## config.mk

```make
export PLATFORM = sky130hd
export DESIGN_NAME = game_session_ctrl_flat
export DESIGN_NICKNAME = d
export VERILOG_FILES = /design/src/rtl/game_session_ctrl_pkg.sv /design/src/rtl/game_session_ctrl_if.sv /design/src/rtl/game_session_ctrl_bcd_score_counter.sv /design/src/rtl/game_session_ctrl.sv /design/src/flat_wrapper.sv
export SDC_FILE = /design/constraint.sdc
export NUM_CORES = 1
export LEC_CHECK = 0
export BUFFER_PORTS_ARGS = -buffer_cell sky130_fd_sc_hd__clkbuf_2
export CORE_MARGIN = 2
export CORE_UTILIZATION = 58
export CTS_CLUSTER_SIZE = 14
export DETAILED_ROUTE_END_ITERATION = 10
export GPL_TIMING_DRIVEN = 0
export HOLD_SLACK_MARGIN = 0.1
export PLACE_DENSITY_LB_ADDON = 0.1
export SYNTH_ARGS = -nofsm -noshare
export SYNTH_HDL_FRONTEND = slang
export SYNTH_HIERARCHICAL = 1
export SYNTH_SLANG_ARGS = --single-unit
```

## constraint.sdc

```tcl
create_clock -name clk -period 4.78 [get_ports clk]
set_input_delay 0 -clock clk [delete_from_list [all_inputs] [get_ports clk]]
set_output_delay 0 -clock clk [all_outputs]
set_load 0.01 [all_outputs]
```

## src/rtl/game_session_ctrl_pkg.sv

```systemverilog
// Shared Breakout session types: FSM state enum, BCD digit type and the
// 7-segment decoder used by the top-level HEX displays.
package game_pkg;

  typedef enum logic [2:0] {
    IDLE        = 3'd0,
    SERVE       = 3'd1,
    PLAY        = 3'd2,
    LEVEL_CLEAR = 3'd3,
    GAME_OVER   = 3'd4,
    VICTORY     = 3'd5
  } state_t;

  typedef logic [3:0] bcd_digit_t;

  // Active-low segments {g,f,e,d,c,b,a}; non-decimal codes blank the digit.
  function automatic logic [6:0] digit_to_seg(input bcd_digit_t d);
    logic [6:0] seg;
    case (d)
      4'd0: seg = 7'b1000000;
      4'd1: seg = 7'b1111001;
      4'd2: seg = 7'b0100100;
      4'd3: seg = 7'b0110000;
      4'd4: seg = 7'b0011001;
      4'd5: seg = 7'b0010010;
      4'd6: seg = 7'b0000010;
      4'd7: seg = 7'b1111000;
      4'd8: seg = 7'b0000000;
      4'd9: seg = 7'b0010000;
      default: seg = 7'b1111111;
    endcase
    return seg;
  endfunction

endpackage

```

## src/rtl/game_session_ctrl_if.sv

```systemverilog
// Session-controller bundle: collision/button inputs in, session status out.
// Events are level-free 1-cycle pulses (ball_died, brick_destroyed, refresh_tick)
// sampled on the next clk edge; start/launch are levels, edge-detected inside.
interface game_session_ctrl_if #(parameter int SCORE_DIGITS = 3);
  import game_pkg::*;

  logic                      refresh_tick;
  logic                      start;
  logic                      launch;
  logic                      ball_died;
  logic                      brick_destroyed;
  state_t                    state;
  logic                      field_reset;
  logic                      serve_hold;
  logic [2:0]                lives;
  logic [3:0]                level;
  logic [4*SCORE_DIGITS-1:0] score_bcd;
  logic                      game_over_on;
  logic                      victory_on;
  logic                      level_clear_on;
  logic [4*SCORE_DIGITS-1:0] high_score_bcd;

  modport master (
    output refresh_tick, start, launch, ball_died, brick_destroyed,
    input  state, field_reset, serve_hold, lives, level, score_bcd,
           game_over_on, victory_on, level_clear_on, high_score_bcd
  );

  modport slave (
    input  refresh_tick, start, launch, ball_died, brick_destroyed,
    output state, field_reset, serve_hold, lives, level, score_bcd,
           game_over_on, victory_on, level_clear_on, high_score_bcd
  );

endinterface

```

## src/rtl/game_session_ctrl_bcd_score_counter.sv

```systemverilog
// Packed BCD score register: saturating add of a single-digit value with
// ripple carry, synchronous clear, and magnitude compare against cmp_bcd.
module bcd_score_counter
  import game_pkg::*;
#(
  parameter int DIGITS = 3
) (
  input  logic                clk,
  input  logic                reset_n,
  input  logic                clear,
  input  logic                add_en,
  input  bcd_digit_t          add_val,
  input  logic [4*DIGITS-1:0] cmp_bcd,
  output logic [4*DIGITS-1:0] score_bcd,
  output logic                gt
);

  logic [4*DIGITS-1:0] sum_bcd;
  logic [4:0]          acc;
  logic [3:0]          carry;
  logic                carry_out;

  always_comb begin
    sum_bcd = '0;
    acc     = '0;
    carry   = add_val;
    for (int i = 0; i < DIGITS; i++) begin
      acc = {1'b0, score_bcd[4*i +: 4]} + {1'b0, carry};
      if (acc > 5'd9) begin
        sum_bcd[4*i +: 4] = 4'(acc - 5'd10);
        carry             = 4'd1;
      end else begin
        sum_bcd[4*i +: 4] = acc[3:0];
        carry             = 4'd0;
      end
    end
    carry_out = (carry != 4'd0);
  end

  // A carry out of the top digit pins the score at all nines.
  always_ff @(posedge clk) begin
    if (!reset_n || clear) begin
      score_bcd <= '0;
    end else if (add_en) begin
      score_bcd <= carry_out ? {DIGITS{4'h9}} : sum_bcd;
    end
  end

  // Valid BCD orders the same way as its packed binary image.
  assign gt = (score_bcd > cmp_bcd);

endmodule

```

## src/rtl/game_session_ctrl.sv

```systemverilog
// Breakout session sequencer: lives, levels, BCD score and timed banners.
// Optional HIGH_SCORE_EN adds a power-up-only best-score register.
module game_session_ctrl
  import game_pkg::*;
#(
  parameter int LIVES            = 3,
  parameter int BRICKS_PER_LEVEL = 28,
  parameter int NUM_LEVELS       = 3,
  parameter int BANNER_TICKS     = 360,
  parameter int SCORE_DIGITS     = 3
) (
  input  logic              clk,
  input  logic              reset_n,
  game_session_ctrl_if.slave bus
);

  localparam int TW = $clog2(BANNER_TICKS + 1);
  localparam int SW = 4 * SCORE_DIGITS;

  state_t         state_q;
  logic [2:0]     lives_q;
  logic [3:0]     level_q;
  logic [5:0]     bricks_q;
  logic [TW-1:0]  timer_q;
  logic           field_reset_q, serve_hold_q;
  logic           game_over_q, victory_q, clear_q;
  logic           start_prev, start_evt, launch_prev, launch_evt;
  logic [SW-1:0]  score;
  logic [SW-1:0]  best_cmp;
  logic           score_gt;

  logic in_banner, banner_done, brick_hit, last_brick, score_clr;

  assign in_banner   = (state_q == LEVEL_CLEAR) || (state_q == GAME_OVER) ||
                       (state_q == VICTORY);
  assign banner_done = in_banner && bus.refresh_tick &&
                       (timer_q == TW'(BANNER_TICKS - 1));
  assign brick_hit   = (state_q == PLAY) && bus.brick_destroyed && (bricks_q != 6'd0);
  assign last_brick  = brick_hit && (bricks_q == 6'd1);
  assign score_clr   = banner_done && (state_q != LEVEL_CLEAR);

  bcd_score_counter #(.DIGITS(SCORE_DIGITS)) u_score (
    .clk       (clk),
    .reset_n   (reset_n),
    .clear     (score_clr),
    .add_en    (brick_hit),
    .add_val   (level_q),
    .cmp_bcd   (best_cmp),
    .score_bcd (score),
    .gt        (score_gt)
  );

  always_ff @(posedge clk) begin
    if (!reset_n) begin
      state_q       <= IDLE;
      lives_q       <= 3'(LIVES);
      level_q       <= 4'd1;
      bricks_q      <= 6'(BRICKS_PER_LEVEL);
      timer_q       <= '0;
      field_reset_q <= 1'b0;
      serve_hold_q  <= 1'b1;
      game_over_q   <= 1'b0;
      victory_q     <= 1'b0;
      clear_q       <= 1'b0;
      start_prev    <= 1'b0;
      start_evt     <= 1'b0;
      launch_prev   <= 1'b0;
      launch_evt    <= 1'b0;
    end else begin
      start_prev    <= bus.start;
      start_evt     <= bus.start & ~start_prev;
      launch_prev   <= bus.launch;
      launch_evt    <= bus.launch & ~launch_prev;
      field_reset_q <= 1'b0;
      if (brick_hit) bricks_q <= bricks_q - 6'd1;
      if (in_banner) timer_q <= banner_done ? '0 : timer_q + TW'(bus.refresh_tick);

      case (state_q)
        IDLE: if (start_evt) begin
          state_q       <= SERVE;
          field_reset_q <= 1'b1;
        end
        SERVE: if (launch_evt) begin
          state_q      <= PLAY;
          serve_hold_q <= 1'b0;
        end
        PLAY: begin
          // Clearing the last brick beats a simultaneous ball loss.
          if (last_brick) begin
            serve_hold_q <= 1'b1;
            if (level_q == 4'(NUM_LEVELS)) begin
              state_q   <= VICTORY;
              victory_q <= 1'b1;
            end else begin
              state_q <= LEVEL_CLEAR;
              clear_q <= 1'b1;
            end
          end else if (bus.ball_died) begin
            serve_hold_q <= 1'b1;
            if (lives_q > 3'd1) begin
              lives_q <= lives_q - 3'd1;
              state_q <= SERVE;
            end else begin
              lives_q     <= 3'd0;
              state_q     <= GAME_OVER;
              game_over_q <= 1'b1;
            end
          end
        end
        LEVEL_CLEAR: if (banner_done) begin
          state_q       <= SERVE;
          level_q       <= level_q + 4'd1;
          bricks_q      <= 6'(BRICKS_PER_LEVEL);
          field_reset_q <= 1'b1;
          clear_q       <= 1'b0;
        end
        GAME_OVER, VICTORY: if (banner_done) begin
          state_q       <= IDLE;
          lives_q       <= 3'(LIVES);
          level_q       <= 4'd1;
          bricks_q      <= 6'(BRICKS_PER_LEVEL);
          field_reset_q <= 1'b1;
          game_over_q   <= 1'b0;
          victory_q     <= 1'b0;
        end
        default: state_q <= IDLE;
      endcase
    end
  end

`ifdef HIGH_SCORE_EN
  // Power-up value only; the game reset leaves the best score alone.
  logic [SW-1:0] high_q = '0;

  always_ff @(posedge clk) begin
    if (((state_q == GAME_OVER) || (state_q == VICTORY)) && score_gt)
      high_q <= score;
  end

  assign best_cmp           = high_q;
  assign bus.high_score_bcd = high_q;
`else
  logic unused_score_gt;
  assign unused_score_gt    = score_gt;
  assign best_cmp           = '0;
  assign bus.high_score_bcd = '0;
`endif

  assign bus.state          = state_q;
  assign bus.field_reset    = field_reset_q;
  assign bus.serve_hold     = serve_hold_q;
  assign bus.lives          = lives_q;
  assign bus.level          = level_q;
  assign bus.score_bcd      = score;
  assign bus.game_over_on   = game_over_q;
  assign bus.victory_on     = victory_q;
  assign bus.level_clear_on = clear_q;

endmodule

```

## src/flat_wrapper.sv

```systemverilog
// flat-port wrapper written by rule: the top's interface ports become plain ports
module game_session_ctrl_flat import game_pkg::*;
#(
  parameter int LIVES            = 3,
  parameter int BRICKS_PER_LEVEL = 28,
  parameter int NUM_LEVELS       = 3,
  parameter int BANNER_TICKS     = 360,
  parameter int SCORE_DIGITS     = 3
)
  (clk, reset_n, bus_refresh_tick, bus_start, bus_launch, bus_ball_died, bus_brick_destroyed, bus_state, bus_field_reset, bus_serve_hold, bus_lives, bus_level, bus_score_bcd, bus_game_over_on, bus_victory_on, bus_level_clear_on, bus_high_score_bcd);
  game_session_ctrl_if #(.SCORE_DIGITS(SCORE_DIGITS)) bus_i ();
  input  logic clk;
  input  logic reset_n;
  input wire logic [$bits(bus_i.refresh_tick)-1:0] bus_refresh_tick;
  input wire logic [$bits(bus_i.start)-1:0] bus_start;
  input wire logic [$bits(bus_i.launch)-1:0] bus_launch;
  input wire logic [$bits(bus_i.ball_died)-1:0] bus_ball_died;
  input wire logic [$bits(bus_i.brick_destroyed)-1:0] bus_brick_destroyed;
  output wire logic [$bits(bus_i.state)-1:0] bus_state;
  output wire logic [$bits(bus_i.field_reset)-1:0] bus_field_reset;
  output wire logic [$bits(bus_i.serve_hold)-1:0] bus_serve_hold;
  output wire logic [$bits(bus_i.lives)-1:0] bus_lives;
  output wire logic [$bits(bus_i.level)-1:0] bus_level;
  output wire logic [$bits(bus_i.score_bcd)-1:0] bus_score_bcd;
  output wire logic [$bits(bus_i.game_over_on)-1:0] bus_game_over_on;
  output wire logic [$bits(bus_i.victory_on)-1:0] bus_victory_on;
  output wire logic [$bits(bus_i.level_clear_on)-1:0] bus_level_clear_on;
  output wire logic [$bits(bus_i.high_score_bcd)-1:0] bus_high_score_bcd;
  assign bus_i.refresh_tick = bus_refresh_tick;
  assign bus_i.start = bus_start;
  assign bus_i.launch = bus_launch;
  assign bus_i.ball_died = bus_ball_died;
  assign bus_i.brick_destroyed = bus_brick_destroyed;
  assign bus_state = bus_i.state;
  assign bus_field_reset = bus_i.field_reset;
  assign bus_serve_hold = bus_i.serve_hold;
  assign bus_lives = bus_i.lives;
  assign bus_level = bus_i.level;
  assign bus_score_bcd = bus_i.score_bcd;
  assign bus_game_over_on = bus_i.game_over_on;
  assign bus_victory_on = bus_i.victory_on;
  assign bus_level_clear_on = bus_i.level_clear_on;
  assign bus_high_score_bcd = bus_i.high_score_bcd;
  game_session_ctrl #(.LIVES(LIVES), .BRICKS_PER_LEVEL(BRICKS_PER_LEVEL), .NUM_LEVELS(NUM_LEVELS), .BANNER_TICKS(BANNER_TICKS), .SCORE_DIGITS(SCORE_DIGITS)) u_core (.clk(clk), .reset_n(reset_n), .bus(bus_i));
endmodule
```

==> impl_table.tex, run 1 <==
\begin{tabular}{lr}
\hline
Metric & Value \\
\hline
\multicolumn{2}{l}{\textbf{CTS}} \\
Clock tree from TritonCTS & built \\
Cell at the root of the clock tree & clkbuf\_8 \\
Clock-pin slew on the worst setup and hold paths & 0.08 ns \\
Worst-case clock buffer depth & 2 \\
H-Tree Depth & 2 \\
Number of clock sinks seen by CTS & 46 \\
Num CTS Buffers & 5 \\
Worst-Skew Late Latency & 0.30 ns \\
\multicolumn{2}{l}{\textbf{STA}} \\
Final critical-path share of the clock period & 93.6\% \\
Post-route setup TNS & 0 ns \\
Highest achievable clock rate & 223 MHz \\
Hold violation total from the final report & 0 \\
Worst Clk Skew & 0.00772 ns \\
Final count of negative-setup-slack endpoints & 0 \\
Post-route minimum period & 4.47 ns \\
Hold WS & 0.125 ns \\
Worst max-slew margin expressed relative to the limit & 49.1\% \\
Slew Viols, Final & 0 \\
Transition time of the tightest slew-check pin & 0.757 ns \\
\multicolumn{2}{l}{\textbf{Worst setup path}} \\
Worst r2r path cells & 18 \\
Critical-path top delay cell & fa\_1 \\
Startpoint Class & register \\
Worst EP arrival & 4.68 ns \\
CP max FO & 7 \\
Crit-path most repeated cell & ha\_1 \\
Worst endpoint required time & 4.98 ns \\
Worst R2R Start & u\_core/bus.level[0] \\
FF-to-FF End & u\_core/u\_score/score\_bcd[1] \\
Critical path start-end classification & register to register \\
Delay of the slowest cell on the worst path & 0.42 ns \\
Crit-path cells & ha\_1, inv\_1, fa\_1, xor2\_2, and2\_4, o311ai\_4, ha\_4, ha\_1, or2\_2, a21oi\_1, a211oi\_2, ha\_1, ha\_1, and3b\_1, mux2i\_1, and2\_1, or4\_1, o311ai\_1 \\
Worst-case register-to-register setup slack & 0.31 ns \\
Setup crit end kind & register \\
\multicolumn{2}{l}{\textbf{Pwr}} \\
Share of total power in combinational logic & 10.5\% \\
Portion of total power attributed to the clock network & 32.5\% \\
Maximum vdd drop & 0.000170 V \\
Power Density & 210 mW/mm2 \\
Switching power & 169 uW \\
Design internal power & 522 uW \\
Pleak & 1.32 nW \\
Sw Share & 24.5\% \\
Sequential Power Share & 57.1\% \\
\multicolumn{2}{l}{\textbf{Synth}} \\
Mapped Cells & 325 \\
Total standard cell area after synthesis & 0.00286 mm2 \\
Average size of a mapped cell & 8.80 um2 \\
Yosys warns & 6 \\
\multicolumn{2}{l}{\textbf{Global routing}} \\
Initial antenna violation count & 0 \\
First-pass GRT wire length & 10.2 mm \\
Pin count of the biggest net entering global routing & 13 \\
Overall global routing resource usage & 23.5\% \\
Vias in the first global route & 2,271 \\
Grt ovf & 0 \\
\multicolumn{2}{l}{\textbf{Outcome}} \\
Run status & finished, final reports clean \\
\multicolumn{2}{l}{\textbf{Place}} \\
Port Buffer Count & 33 \\
DP Area & 0.00315 mm2 \\
Post-DP HPWL & 4.54 mm \\
Final weighted congestion in routability-driven placement & 0.867 \\
\multicolumn{2}{l}{\textbf{Min path}} \\
Worst hold path class & input port to register \\
Hold depth & 3 \\
Hold path start & reset\_n \\
Hold Crit Endpoint & u\_core/u\_score/score\_bcd[10] \\
\multicolumn{2}{l}{\textbf{Floorplan}} \\
Horizontal die dimension & 74.2 um \\
I/O pins & 46 \\
Die footprint & 0.00551 mm2 \\
Core box area & 0.00475 mm2 \\
Initial Utilization & 60.2\% \\
Die Span Y & 74.2 um \\
Rows & 25 \\
\multicolumn{2}{l}{\textbf{Layout}} \\
Post-route design area & 0.00328 mm2 \\
Total number of nets in the final design & 405 \\
Count of inserted antenna diode cells & 0 \\
Share of final-layout standard cells stronger than drive strength 1 & 21.1\% \\
Post-synthesis to final-layout area growth & 14.8\% \\
Core utilization of the finished layout & 69.1\% \\
\multicolumn{2}{l}{\textbf{Run}} \\
MaxCap Viol Count & 0 \\
\multicolumn{2}{l}{\textbf{Detailed routing}} \\
Initial drt markers & 153 \\
Total via count after detailed routing & 2,523 \\
Via-to-Cell Ratio & 5.64 \\
Pre-antenna DRT Iters & 4 \\
Average wire length per cell after detail routing & 13.5 um \\
Drc violations & 0 \\
Remaining number of nets flagged by the antenna check after routing & 0 \\
WL final & 6.04 mm \\
\hline
\end{tabular}
[critical path: cells and delay by family, from the launching register on]
family	cells	cell delay [ns]
adder cells (fa/ha/maj)	6	1.58
flip-flops	1	0.41
XOR/XNOR	1	0.18
AO/OA/AOI/OAI	4	0.64
AND/OR/NAND/NOR	5	1.39
buffers and inverters	1	0.06
multiplexers	1	0.12
[power by group through the flow]
| stage | combinational, mW | clock, mW | sequential, mW |
|---|---|---|---|
| after floorplan | 0.0495 | 0 | 0.405 |
| after global placement | 0.0681 | 0 | 0.403 |
| after detailed placement | 0.0691 | 0 | 0.403 |
| after CTS | 0.0717 | 0.232 | 0.394 |
| after global routing | 0.0804 | 0.247 | 0.395 |
| final | 0.0724 | 0.224 | 0.394 |
[worst max-delay path by stage]
stage	startpoint	slack, ns	end	depth (start not counted)
2_1_floorplan	u_core/bus.level[0]	0.43	u_core/u_score/score_bcd[1]	18
3_3_place_gp	u_core/bus.level[0]	0.04	u_core/u_score/score_bcd[1]	18
3_5_place_dp	u_core/bus.level[0]	-0.02	u_core/u_score/score_bcd[1]	18
4_1_cts	u_core/bus.level[0]	0.03	u_core/u_score/score_bcd[1]	18
5_1_grt	u_core/u_score/score_bcd[0]	-0.007	u_core/u_score/score_bcd[1]	18
6_report	u_core/bus.level[0]	0.31	u_core/u_score/score_bcd[1]	18
[registers in the layout, indices dropped and copies added (netlist names), 3 cells and up]
| name | cells |
|---|---|
| u_core/bus.level | 4 |
| u_core/timer_q | 9 |
| u_core/bricks_q | 6 |
| u_core/bus.lives | 3 |
| u_core/bus.state | 3 |
| u_core/u_score/score_bcd | 12 |
[per-layer routing]
metal  share of wire, %  routed length, um  vias up  GRT usage (%)
met5                  0                  0        -              0
met4                1.1                 69        0           7.54
met3                5.5                330        7           4.88
met2                 47               2850       74           38.8
met1                 46               2800     1172           30.8
li1                   -                  -     1270              -
[cell type report]
class / count / area [um2]
Sequential cell: 46 / 922
Multi-Input combinational cell: 252 / 1800
Tap cell: 67 / 83.8
Buffer: 24 / 149
Timing Repair Buffer: 37 / 203
Inverter: 14 / 52.6
Clock buffer: 7 / 76.3
Fill cell: 397 / 1470
[cells in the final DEF, fill, tap and decap left out, types with 4 or more instances in the layout]
cell / count
mux2i_1: 4
nand4_1: 4
and2_1: 4
ha_1: 16
clkbuf_1: 7
and3_1: 5
nor2b_1: 11
dfxtp_1: 45
xnor2_1: 12
nor2_1: 22
buf_2: 5
a21oi_1: 20
o21ai_0: 20
inv_1: 14
conb_1: 12
nand3_1: 6
nand2b_1: 9
clkbuf_8: 5
nand3b_1: 6
clkbuf_2: 33
a211oi_1: 5
buf_4: 15
nand2_1: 21
[metrics by stage]
step / worst slack, ns / total power [mW] / cells
after detailed placement: -0.0211 / 0.472 / 436
after floorplan: 0.432 / 0.454 / 336
after CTS: 0.0277 / 0.698 / 446
final: 0.306 / 0.691 / 447
after global routing: -0.00711 / 0.723 / 447
after global placement: 0.0432 / 0.471 / 436
[what timing repair did]
action,in CTS,in global routing
pin swaps,0,1
hold buffers,3,0
setup endpoints to repair,1,10
setup buffers,0,1
resized for setup,1,4
endpoints found under the hold margin,7,0
Power figures use the tool's default switching activity.
==> inputs of run 2 (changes only) <==
--- a/config.mk
+++ b/config.mk
@@ -7,7 +7,7 @@
 export LEC_CHECK = 0
 export BUFFER_PORTS_ARGS = -buffer_cell sky130_fd_sc_hd__clkbuf_2
 export CORE_MARGIN = 2
-export CORE_UTILIZATION = 58
+export CORE_UTILIZATION = 52
 export CTS_CLUSTER_SIZE = 14
 export DETAILED_ROUTE_END_ITERATION = 10
 export GPL_TIMING_DRIVEN = 0
==> constraint.sdc (replaced) <==
create_clock -name clk -period 3.8 [get_ports clk]
set_input_delay 0 -clock clk [delete_from_list [all_inputs] [get_ports clk]]
set_output_delay 0 -clock clk [all_outputs]
set_load 0.01 [all_outputs]
==> run 2 against run 1 <==
The flow now finishes with violations (setup timing); design area up 8.9%; clock-buffer cell count decreased by 1; register-to-register slack worse by 0.35 ns; combinational power rose by 35%; hold slack gained 0.031 ns; power is 29% higher; die area is 11% higher; highest routed layer unchanged.
==> impl_table.tex, run 2 (synthesized netlist as in run 1, its figures left out) <==
\begin{tabular}{lr}
\hline
Metric & Value \\
\hline
\multicolumn{2}{l}{\textbf{Detailed routing}} \\
Drc violations & 0 (unchanged) \\
Pre-antenna DRT Iters & 4 (unchanged) \\
Initial drt markers & 104 (was 153) \\
Remaining number of nets flagged by the antenna check after routing & 0 (unchanged) \\
Average wire length per cell after detail routing & 13.9 um (was 13.5 um) \\
WL final & 6.54 mm (was 6.04 mm) \\
Via-to-Cell Ratio & 5.54 (was 5.64) \\
Total via count after detailed routing & 2,603 (was 2,523) \\
\multicolumn{2}{l}{\textbf{CTS}} \\
Number of clock sinks seen by CTS & 46 (unchanged) \\
Clock-pin slew on the worst setup and hold paths & 0.09 ns (was 0.08 ns) \\
Clock tree from TritonCTS & built (unchanged) \\
H-Tree Depth & 2 (unchanged) \\
Worst-case clock buffer depth & 2 (unchanged) \\
Cell at the root of the clock tree & clkbuf\_8 (unchanged) \\
Worst-Skew Late Latency & 0.30 ns (about the same) \\
Num CTS Buffers & 5 (unchanged) \\
\multicolumn{2}{l}{\textbf{Layout}} \\
Largest register FFs & 12 (unchanged) \\
Commonest non-fill, non-tap cell in the layout & dfxtp\_1 (unchanged) \\
Count of inserted antenna diode cells & 0 (unchanged) \\
Post-route design area & 0.00358 mm2 (was 0.00328 mm2) \\
Post-synthesis to final-layout area growth & 25.0\% (was 14.8\%) \\
Registers with the highest flip-flop counts & u\_core/u\_score/score\_bcd x12, u\_core/timer\_q x9, u\_core/bricks\_q x6 (unchanged) \\
Final std cells w/o fill & 470 (was 447) \\
Most flop-heavy register & u\_core/u\_score/score\_bcd (unchanged) \\
Share of final-layout standard cells stronger than drive strength 1 & 30.9\% (was 21.1\%) \\
Total number of nets in the final design & 422 (was 405) \\
Core utilization of the finished layout & 66.2\% (was 69.1\%) \\
Most frequent cells in the layout & 41 x dfxtp\_1, 33 x clkbuf\_2, 31 x buf\_4 (was 45 x dfxtp\_1, 33 x clkbuf\_2, 22 x nor2\_1) \\
\multicolumn{2}{l}{\textbf{Worst setup path}} \\
Delay of the slowest cell on the worst path & 0.41 ns (was 0.42 ns) \\
Worst-case register-to-register setup slack & -0.04 ns (was 0.31 ns) \\
Worst r2r path cells & 18 (unchanged) \\
Worst EP arrival & 4.05 ns (was 4.68 ns) \\
FF-to-FF End & u\_core/u\_score/score\_bcd[1] (unchanged) \\
Setup crit end kind & register (unchanged) \\
Critical path start-end classification & register to register (unchanged) \\
CP max FO & 5 (was 7) \\
Startpoint Class & register (unchanged) \\
Worst R2R Start & u\_core/u\_score/score\_bcd[0] (was u\_core/bus.level[0]) \\
Crit-path cells & ha\_4, inv\_2, fa\_2, xor2\_2, and2\_4, o311ai\_4, ha\_4, ha\_4, or2\_4, a21oi\_2, a211oi\_2, ha\_2, ha\_4, and3b\_2, mux2i\_4, and2\_4, or4\_4, o311ai\_2 (was ha\_1, inv\_1, fa\_1, xor2\_2, and2\_4, o311ai\_4, ha\_4, ha\_1, or2\_2, a21oi\_1, a211oi\_2, ha\_1, ha\_1, and3b\_1, mux2i\_1, and2\_1, or4\_1, o311ai\_1) \\
Worst endpoint required time & 4.01 ns (was 4.98 ns) \\
Crit-path most repeated cell & ha\_4 (was ha\_1) \\
Critical-path top delay cell & or4\_4 (was fa\_1) \\
\multicolumn{2}{l}{\textbf{Min path}} \\
Worst hold path class & input port to register (unchanged) \\
Hold Crit Endpoint & u\_core/u\_score/score\_bcd[9] (was u\_core/u\_score/score\_bcd[10]) \\
Hold depth & 3 (unchanged) \\
Hold path start & reset\_n (unchanged) \\
\multicolumn{2}{l}{\textbf{STA}} \\
Hold violation total from the final report & 0 (unchanged) \\
Final critical-path share of the clock period & 101\% (was 93.6\%) \\
Worst max-slew margin expressed relative to the limit & 44.8\% (was 49.1\%) \\
Setup repair after global routing missed its margin & yes \\
Final setup margin & -0.0441 ns (was 0.306 ns) \\
Slew Viols, Final & 0 (unchanged) \\
Post-route minimum period & 3.84 ns (was 4.47 ns) \\
Worst Clk Skew & 0.00293 ns (was 0.00772 ns) \\
Transition time of the tightest slew-check pin & 0.821 ns (was 0.757 ns) \\
Post-route setup TNS & -0.0687 ns (was 0 ns) \\
Highest achievable clock rate & 260 MHz (was 223 MHz) \\
Final count of negative-setup-slack endpoints & 3 (was 0) \\
\multicolumn{2}{l}{\textbf{Pwr}} \\
Sequential Power Share & 55.5\% (was 57.1\%) \\
Maximum vdd drop & 0.000183 V (was 0.000170 V) \\
Pleak & 1.41 nW (was 1.32 nW) \\
Portion of total power attributed to the clock network & 33.5\% (was 32.5\%) \\
Switching power & 228 uW (was 169 uW) \\
Sw Share & 25.6\% (was 24.5\%) \\
Power Density & 249 mW/mm2 (was 210 mW/mm2) \\
Design internal power & 662 uW (was 522 uW) \\
Overall power & 890 uW (was 691 uW) \\
Share of total power in combinational logic & 11.0\% (was 10.5\%) \\
\multicolumn{2}{l}{\textbf{Place}} \\
Port Buffer Count & 33 (unchanged) \\
Post-DP HPWL & 4.59 mm (was 4.54 mm) \\
Number of placed cells counting well taps & 441 (was 436) \\
DP Area & 0.00323 mm2 (was 0.00315 mm2) \\
Final weighted congestion in routability-driven placement & 0.846 (was 0.867) \\
\multicolumn{2}{l}{\textbf{Global routing}} \\
Vias in the first global route & 2,331 (was 2,271) \\
Pin count of the biggest net entering global routing & 15 (was 13) \\
Grt ovf & 0 (unchanged) \\
First-pass GRT wire length & 10.9 mm (was 10.2 mm) \\
Overall global routing resource usage & 22.0\% (was 23.5\%) \\
Initial antenna violation count & 0 (unchanged) \\
\multicolumn{2}{l}{\textbf{Floorplan}} \\
I/O pins & 46 (unchanged) \\
Initial Utilization & 52.9\% (was 60.2\%) \\
Rows & 27 (was 25) \\
Core box area & 0.00541 mm2 (was 0.00475 mm2) \\
Die Span Y & 78.2 um (was 74.2 um) \\
Horizontal die dimension & 78.2 um (was 74.2 um) \\
Die footprint & 0.00611 mm2 (was 0.00551 mm2) \\
\multicolumn{2}{l}{\textbf{Outcome}} \\
Run status & finished with violations (was finished, final reports clean) \\
Violated checks & setup timing \\
\multicolumn{2}{l}{\textbf{Run}} \\
MaxCap Viol Count & 0 (unchanged) \\
\hline
\end{tabular}
[run 2: cell count changes in the layout (fill, tap and decap cells not counted), sizes merged]
cell,delta
clkbuf,-1
buf,+17
clkinv,+2
[run 2: through the flow]
step           hold slack [ns]  setup slack, ns
2_1_floorplan            0.136          -0.0984
3_3_place_gp             0.218           -0.318
3_5_place_dp             0.225           -0.402
4_1_cts                  0.130          -0.0441
5_1_grt                  0.205           -0.189
6_report                 0.157          -0.0441
[run 2: critical path, delay by kind of cell (launching register included)]
kind / cells / cell delay [ns]
adders and majority gates: 6 / 1.30
and+or+nand+nor: 5 / 1.23
AOI/OAI and AO/OA: 4 / 0.57
DFF: 1 / 0.37
xor gates and xnor gates: 1 / 0.16
muxes: 1 / 0.08
buffers and inverters: 1 / 0.03
[run 2: cell type report]
class	instances	area, um2
inverters	14	52.6
clock buffers	6	72.6
clock inverters	2	13.8
repair buffers	54	334
fillers	450	1830
flip-flops and latches	46	935
multi-input cells	252	1930
well taps	72	90.1
plain buffers	24	149
[run 2: worst max path at each step]
| stage | start | endpoint | cells past startpoint |
|---|---|---|---|
| after CTS | u_core/u_score/score_bcd[0] | u_core/u_score/score_bcd[1] | 18 |
| after floorplan | u_core/bus.level[0] | u_core/u_score/score_bcd[1] | 18 |
| after global placement | u_core/bus.level[0] | u_core/u_score/score_bcd[1] | 18 |
| final | u_core/u_score/score_bcd[0] | u_core/u_score/score_bcd[1] | 18 |
| after detailed placement | u_core/bus.level[0] | u_core/u_score/score_bcd[1] | 18 |
| after global routing | u_core/u_score/score_bcd[0] | u_core/u_score/score_bcd[1] | 18 |
[run 2: power by group through the flow]
stage                     sequential (mW)  combinational [mW]  clock (mW)
after floorplan                     0.508              0.0633           0
final                               0.494              0.0980       0.298
after CTS                           0.494              0.0938       0.308
after global placement              0.506              0.0872           0
after global routing                0.495               0.108       0.326
after detailed placement            0.506              0.0877           0
[run 2: layer usage]
metal	up-vias	share of wire, %	global-route usage (%)	routed length (um)
met4	0	0.98	5.61	64
met3	7	3.9	4.02	255
met5	-	0	0	0
li1	1317	-	-	-
met2	51	48	35.9	3150
met1	1228	47	29.9	3070
[run 2: repair_timing]
item	CTS	global route
setup endpoints to repair	11	11
pin swaps	8	6
gates resized for setup	4	16
hold buffers	3	0
endpoints found under the hold margin	6	0
setup buffers	12	6
==> inputs of run 3 (changes only) <==
--- a/config.mk
+++ b/config.mk
@@ -7,7 +7,8 @@
 export LEC_CHECK = 0
 export BUFFER_PORTS_ARGS = -buffer_cell sky130_fd_sc_hd__clkbuf_2
 export CORE_MARGIN = 2
-export CORE_UTILIZATION = 52
+export CORE_UTILIZATION = 54
+export CTS_BUF_LIST = sky130_fd_sc_hd__clkbuf_8
 export CTS_CLUSTER_SIZE = 14
 export DETAILED_ROUTE_END_ITERATION = 10
 export GPL_TIMING_DRIVEN = 0
==> run 3 against run 2 <==
The run still ends with setup timing left; combinational power barely moved; critical path depth is the same; die area decreased by 3.5%; final cell count down 0.64%; hold slack worse by 0.0082 ns; critical path type unchanged; critical endpoint unchanged; largest cell class unchanged.
==> impl_table.tex, run 3 (synthesized netlist as in run 1, its figures left out) <==
\begin{tabular}{lr}
\hline
Metric & Value \\
\hline
\multicolumn{2}{l}{\textbf{Outcome}} \\
Run status & finished with violations (unchanged) \\
Violated checks & setup timing (unchanged) \\
\multicolumn{2}{l}{\textbf{Detailed routing}} \\
Via-to-Cell Ratio & 5.49 (was 5.54) \\
Initial drt markers & 208 (was 104) \\
WL final & 6.83 mm (was 6.54 mm) \\
Remaining number of nets flagged by the antenna check after routing & 0 (unchanged) \\
Total via count after detailed routing & 2,562 (was 2,603) \\
Average wire length per cell after detail routing & 14.6 um (was 13.9 um) \\
Pre-antenna DRT Iters & 4 (unchanged) \\
Drc violations & 0 (unchanged) \\
\multicolumn{2}{l}{\textbf{Layout}} \\
Registers with the highest flip-flop counts & u\_core/u\_score/score\_bcd x12, u\_core/timer\_q x9, u\_core/bricks\_q x6 (unchanged) \\
Post-synthesis to final-layout area growth & 24.7\% (was 25.0\%) \\
Most frequent cells in the layout & 42 x dfxtp\_1, 33 x clkbuf\_2, 31 x buf\_4 (was 41 x dfxtp\_1, 33 x clkbuf\_2, 31 x buf\_4) \\
Most flop-heavy register & u\_core/u\_score/score\_bcd (unchanged) \\
Share of final-layout standard cells stronger than drive strength 1 & 30.2\% (was 30.9\%) \\
Count of inserted antenna diode cells & 0 (unchanged) \\
Total number of nets in the final design & 422 (unchanged) \\
Core utilization of the finished layout & 69.8\% (was 66.2\%) \\
Final std cells w/o fill & 467 (was 470) \\
Largest register FFs & 12 (unchanged) \\
Post-route design area & 0.00357 mm2 (was 0.00358 mm2) \\
Commonest non-fill, non-tap cell in the layout & dfxtp\_1 (unchanged) \\
\multicolumn{2}{l}{\textbf{Worst setup path}} \\
Setup crit end kind & register (unchanged) \\
Critical path origin & u\_core/u\_score/score\_bcd[0] (unchanged) \\
Worst EP arrival & 4.08 ns (was 4.05 ns) \\
Startpoint Class & register (unchanged) \\
Worst-case register-to-register setup slack & -0.07 ns (was -0.04 ns) \\
Crit-path most repeated cell & ha\_4 (unchanged) \\
FF-to-FF End & u\_core/u\_score/score\_bcd[1] (unchanged) \\
Critical path start-end classification & register to register (unchanged) \\
Worst R2R Start & u\_core/u\_score/score\_bcd[0] (unchanged) \\
Crit-path cells & ha\_4, inv\_2, fa\_2, xor2\_2, and2\_4, o311ai\_4, ha\_4, ha\_4, or2\_4, a21oi\_2, a211oi\_2, ha\_2, ha\_4, and3b\_2, mux2i\_2, and2\_4, or4\_4, o311ai\_2 (was ha\_4, inv\_2, fa\_2, xor2\_2, and2\_4, o311ai\_4, ha\_4, ha\_4, or2\_4, a21oi\_2, a211oi\_2, ha\_2, ha\_4, and3b\_2, mux2i\_4, and2\_4, or4\_4, o311ai\_2) \\
Critical-path top delay cell & fa\_2 (was or4\_4) \\
Worst endpoint required time & 4.00 ns (was 4.01 ns) \\
Worst r2r path cells & 18 (unchanged) \\
CP max FO & 3 (was 5) \\
Delay of the slowest cell on the worst path & 0.41 ns (about the same) \\
Worst setup path endpoint & u\_core/u\_score/score\_bcd[1] (unchanged) \\
\multicolumn{2}{l}{\textbf{CTS}} \\
H-Tree Depth & 2 (unchanged) \\
Worst-Skew Late Latency & 0.30 ns (about the same) \\
Cell at the root of the clock tree & clkbuf\_8 (unchanged) \\
Num CTS Buffers & 5 (unchanged) \\
Clock-pin slew on the worst setup and hold paths & 0.08 ns (was 0.09 ns) \\
Clock tree from TritonCTS & built (unchanged) \\
Number of clock sinks seen by CTS & 46 (unchanged) \\
Worst-case clock buffer depth & 2 (unchanged) \\
\multicolumn{2}{l}{\textbf{Run}} \\
MaxCap Viol Count & 0 (unchanged) \\
\multicolumn{2}{l}{\textbf{Pwr}} \\
Portion of total power attributed to the clock network & 31.9\% (was 33.5\%) \\
Maximum vdd drop & 0.000166 V (was 0.000183 V) \\
Sw Share & 25.0\% (was 25.6\%) \\
Share of total power in combinational logic & 11.3\% (was 11.0\%) \\
Power Density & 244 mW/mm2 (was 249 mW/mm2) \\
Switching power & 217 uW (was 228 uW) \\
Design internal power & 653 uW (was 662 uW) \\
Sequential Power Share & 56.8\% (was 55.5\%) \\
Pleak & 1.43 nW (was 1.41 nW) \\
\multicolumn{2}{l}{\textbf{Global routing}} \\
First-pass GRT wire length & 11.2 mm (was 10.9 mm) \\
Grt ovf & 0 (unchanged) \\
Vias in the first global route & 2,394 (was 2,331) \\
Overall global routing resource usage & 23.0\% (was 22.0\%) \\
Initial antenna violation count & 0 (unchanged) \\
Pin count of the biggest net entering global routing & 13 (was 15) \\
\multicolumn{2}{l}{\textbf{Place}} \\
Final weighted congestion in routability-driven placement & 0.873 (was 0.846) \\
Number of placed cells counting well taps & 439 (was 441) \\
Port Buffer Count & 33 (unchanged) \\
Worst slack, placed & -0.344 ns (was -0.402 ns) \\
DP Area & 0.00323 mm2 (about the same) \\
Post-DP HPWL & 4.66 mm (was 4.59 mm) \\
\multicolumn{2}{l}{\textbf{STA}} \\
Final setup margin & -0.0732 ns (was -0.0441 ns) \\
Worst Clk Skew & 0.00684 ns (was 0.00293 ns) \\
Slew Viols, Final & 0 (unchanged) \\
Setup repair after global routing missed its margin & yes (unchanged) \\
Transition time of the tightest slew-check pin & 0.859 ns (was 0.821 ns) \\
Hold violation total from the final report & 0 (unchanged) \\
Final critical-path share of the clock period & 102\% (was 101\%) \\
Post-route minimum period & 3.87 ns (was 3.84 ns) \\
Final count of negative-setup-slack endpoints & 1 (was 3) \\
Highest achievable clock rate & 258 MHz (was 260 MHz) \\
Worst max-slew margin expressed relative to the limit & 42.3\% (was 44.8\%) \\
\multicolumn{2}{l}{\textbf{Floorplan}} \\
Die Span Y & 76.8 um (was 78.2 um) \\
Rows & 26 (was 27) \\
Die footprint & 0.00590 mm2 (was 0.00611 mm2) \\
Horizontal die dimension & 76.8 um (was 78.2 um) \\
Initial Utilization & 56.0\% (was 52.9\%) \\
I/O pins & 46 (unchanged) \\
Core box area & 0.00511 mm2 (was 0.00541 mm2) \\
\multicolumn{2}{l}{\textbf{Min path}} \\
Worst hold path class & input port to register (unchanged) \\
\hline
\end{tabular}
==> run 3: cell count changes in the layout (fill, tap and decap cells not counted), sizes merged <==
cell | previous run | this run
clkinv | 2 | 0
inv | 14 | 16
clkbuf | 44 | 43
==> run 3: worst min-delay path by stage <==
stage,from,endpoint,slack (ns),cells after the start
floorplan,bus_launch,u_core/launch_prev,0.14,1
global placement,bus_start,u_core/start_prev,0.22,2
detailed placement,bus_start,u_core/start_prev,0.22,2
CTS,reset_n,u_core/u_score/score_bcd[10],0.12,3
global route,reset_n,u_core/u_score/score_bcd[10],0.16,3
finish,reset_n,u_core/u_score/score_bcd[10],0.15,3
==> run 3: power groups by stage <==
stage	logic [mW]	clock network, mW	registers, mW
5_1_grt	0.108	0.307	0.495
3_5_place_dp	0.0886	0	0.506
4_1_cts	0.0935	0.288	0.494
6_report	0.0983	0.278	0.494
3_3_place_gp	0.0871	0	0.506
2_1_floorplan	0.0633	0	0.508
==> run 3: per-layer routing <==
| layer | vias up | wire, um | track usage, % |
|---|---|---|---|
| met5 | - | 0 | 0 |
| met4 | 0 | 27 | 5.09 |
| met3 | 4 | 315 | 3.41 |
| met2 | 65 | 3260 | 38.1 |
| met1 | 1181 | 3220 | 31.7 |
| li1 | 1312 | - | - |
==> run 3: critical path: cells and delay by family (launching register included) <==
family | cells | cell delay [ns]
xor+xnor | 1 | 0.16
mux | 1 | 0.08
fa+ha+maj | 6 | 1.34
buf+inv | 1 | 0.04
simple gates | 5 | 1.22
compound gates | 4 | 0.57
flops | 1 | 0.37
==> run 3: what timing repair did <==
action / CTS / global route
buffers inserted: 11 / 7
pin swaps: 7 / 9
resized for setup: 4 / 18
hold buffers: 3 / 0
setup endpoints to repair: 11 / 10
hold endpoints to repair: 5 / 0
==> run 3: stage by stage <==
step	total power, mW	hold slack (ns)	TNS (ns)
2_1_floorplan	0.571	0.136	-0.0984
3_3_place_gp	0.593	0.218	-1.16
3_5_place_dp	0.595	0.223	-1.49
4_1_cts	0.875	0.122	-0.00201
5_1_grt	0.910	0.158	-0.733
6_report	0.871	0.149	-0.0732
==> run 3: cell type report <==
type,instances,area [um2]
Fill cell,435,1540
Multi-Input combinational cell,252,1930
Tap cell,70,87.6
Clock buffer,5,68.8
Timing Repair Buffer,54,334
Sequential cell,46,933
Buffer,24,149
Clock inverter,2,7.51
Inverter,14,52.6
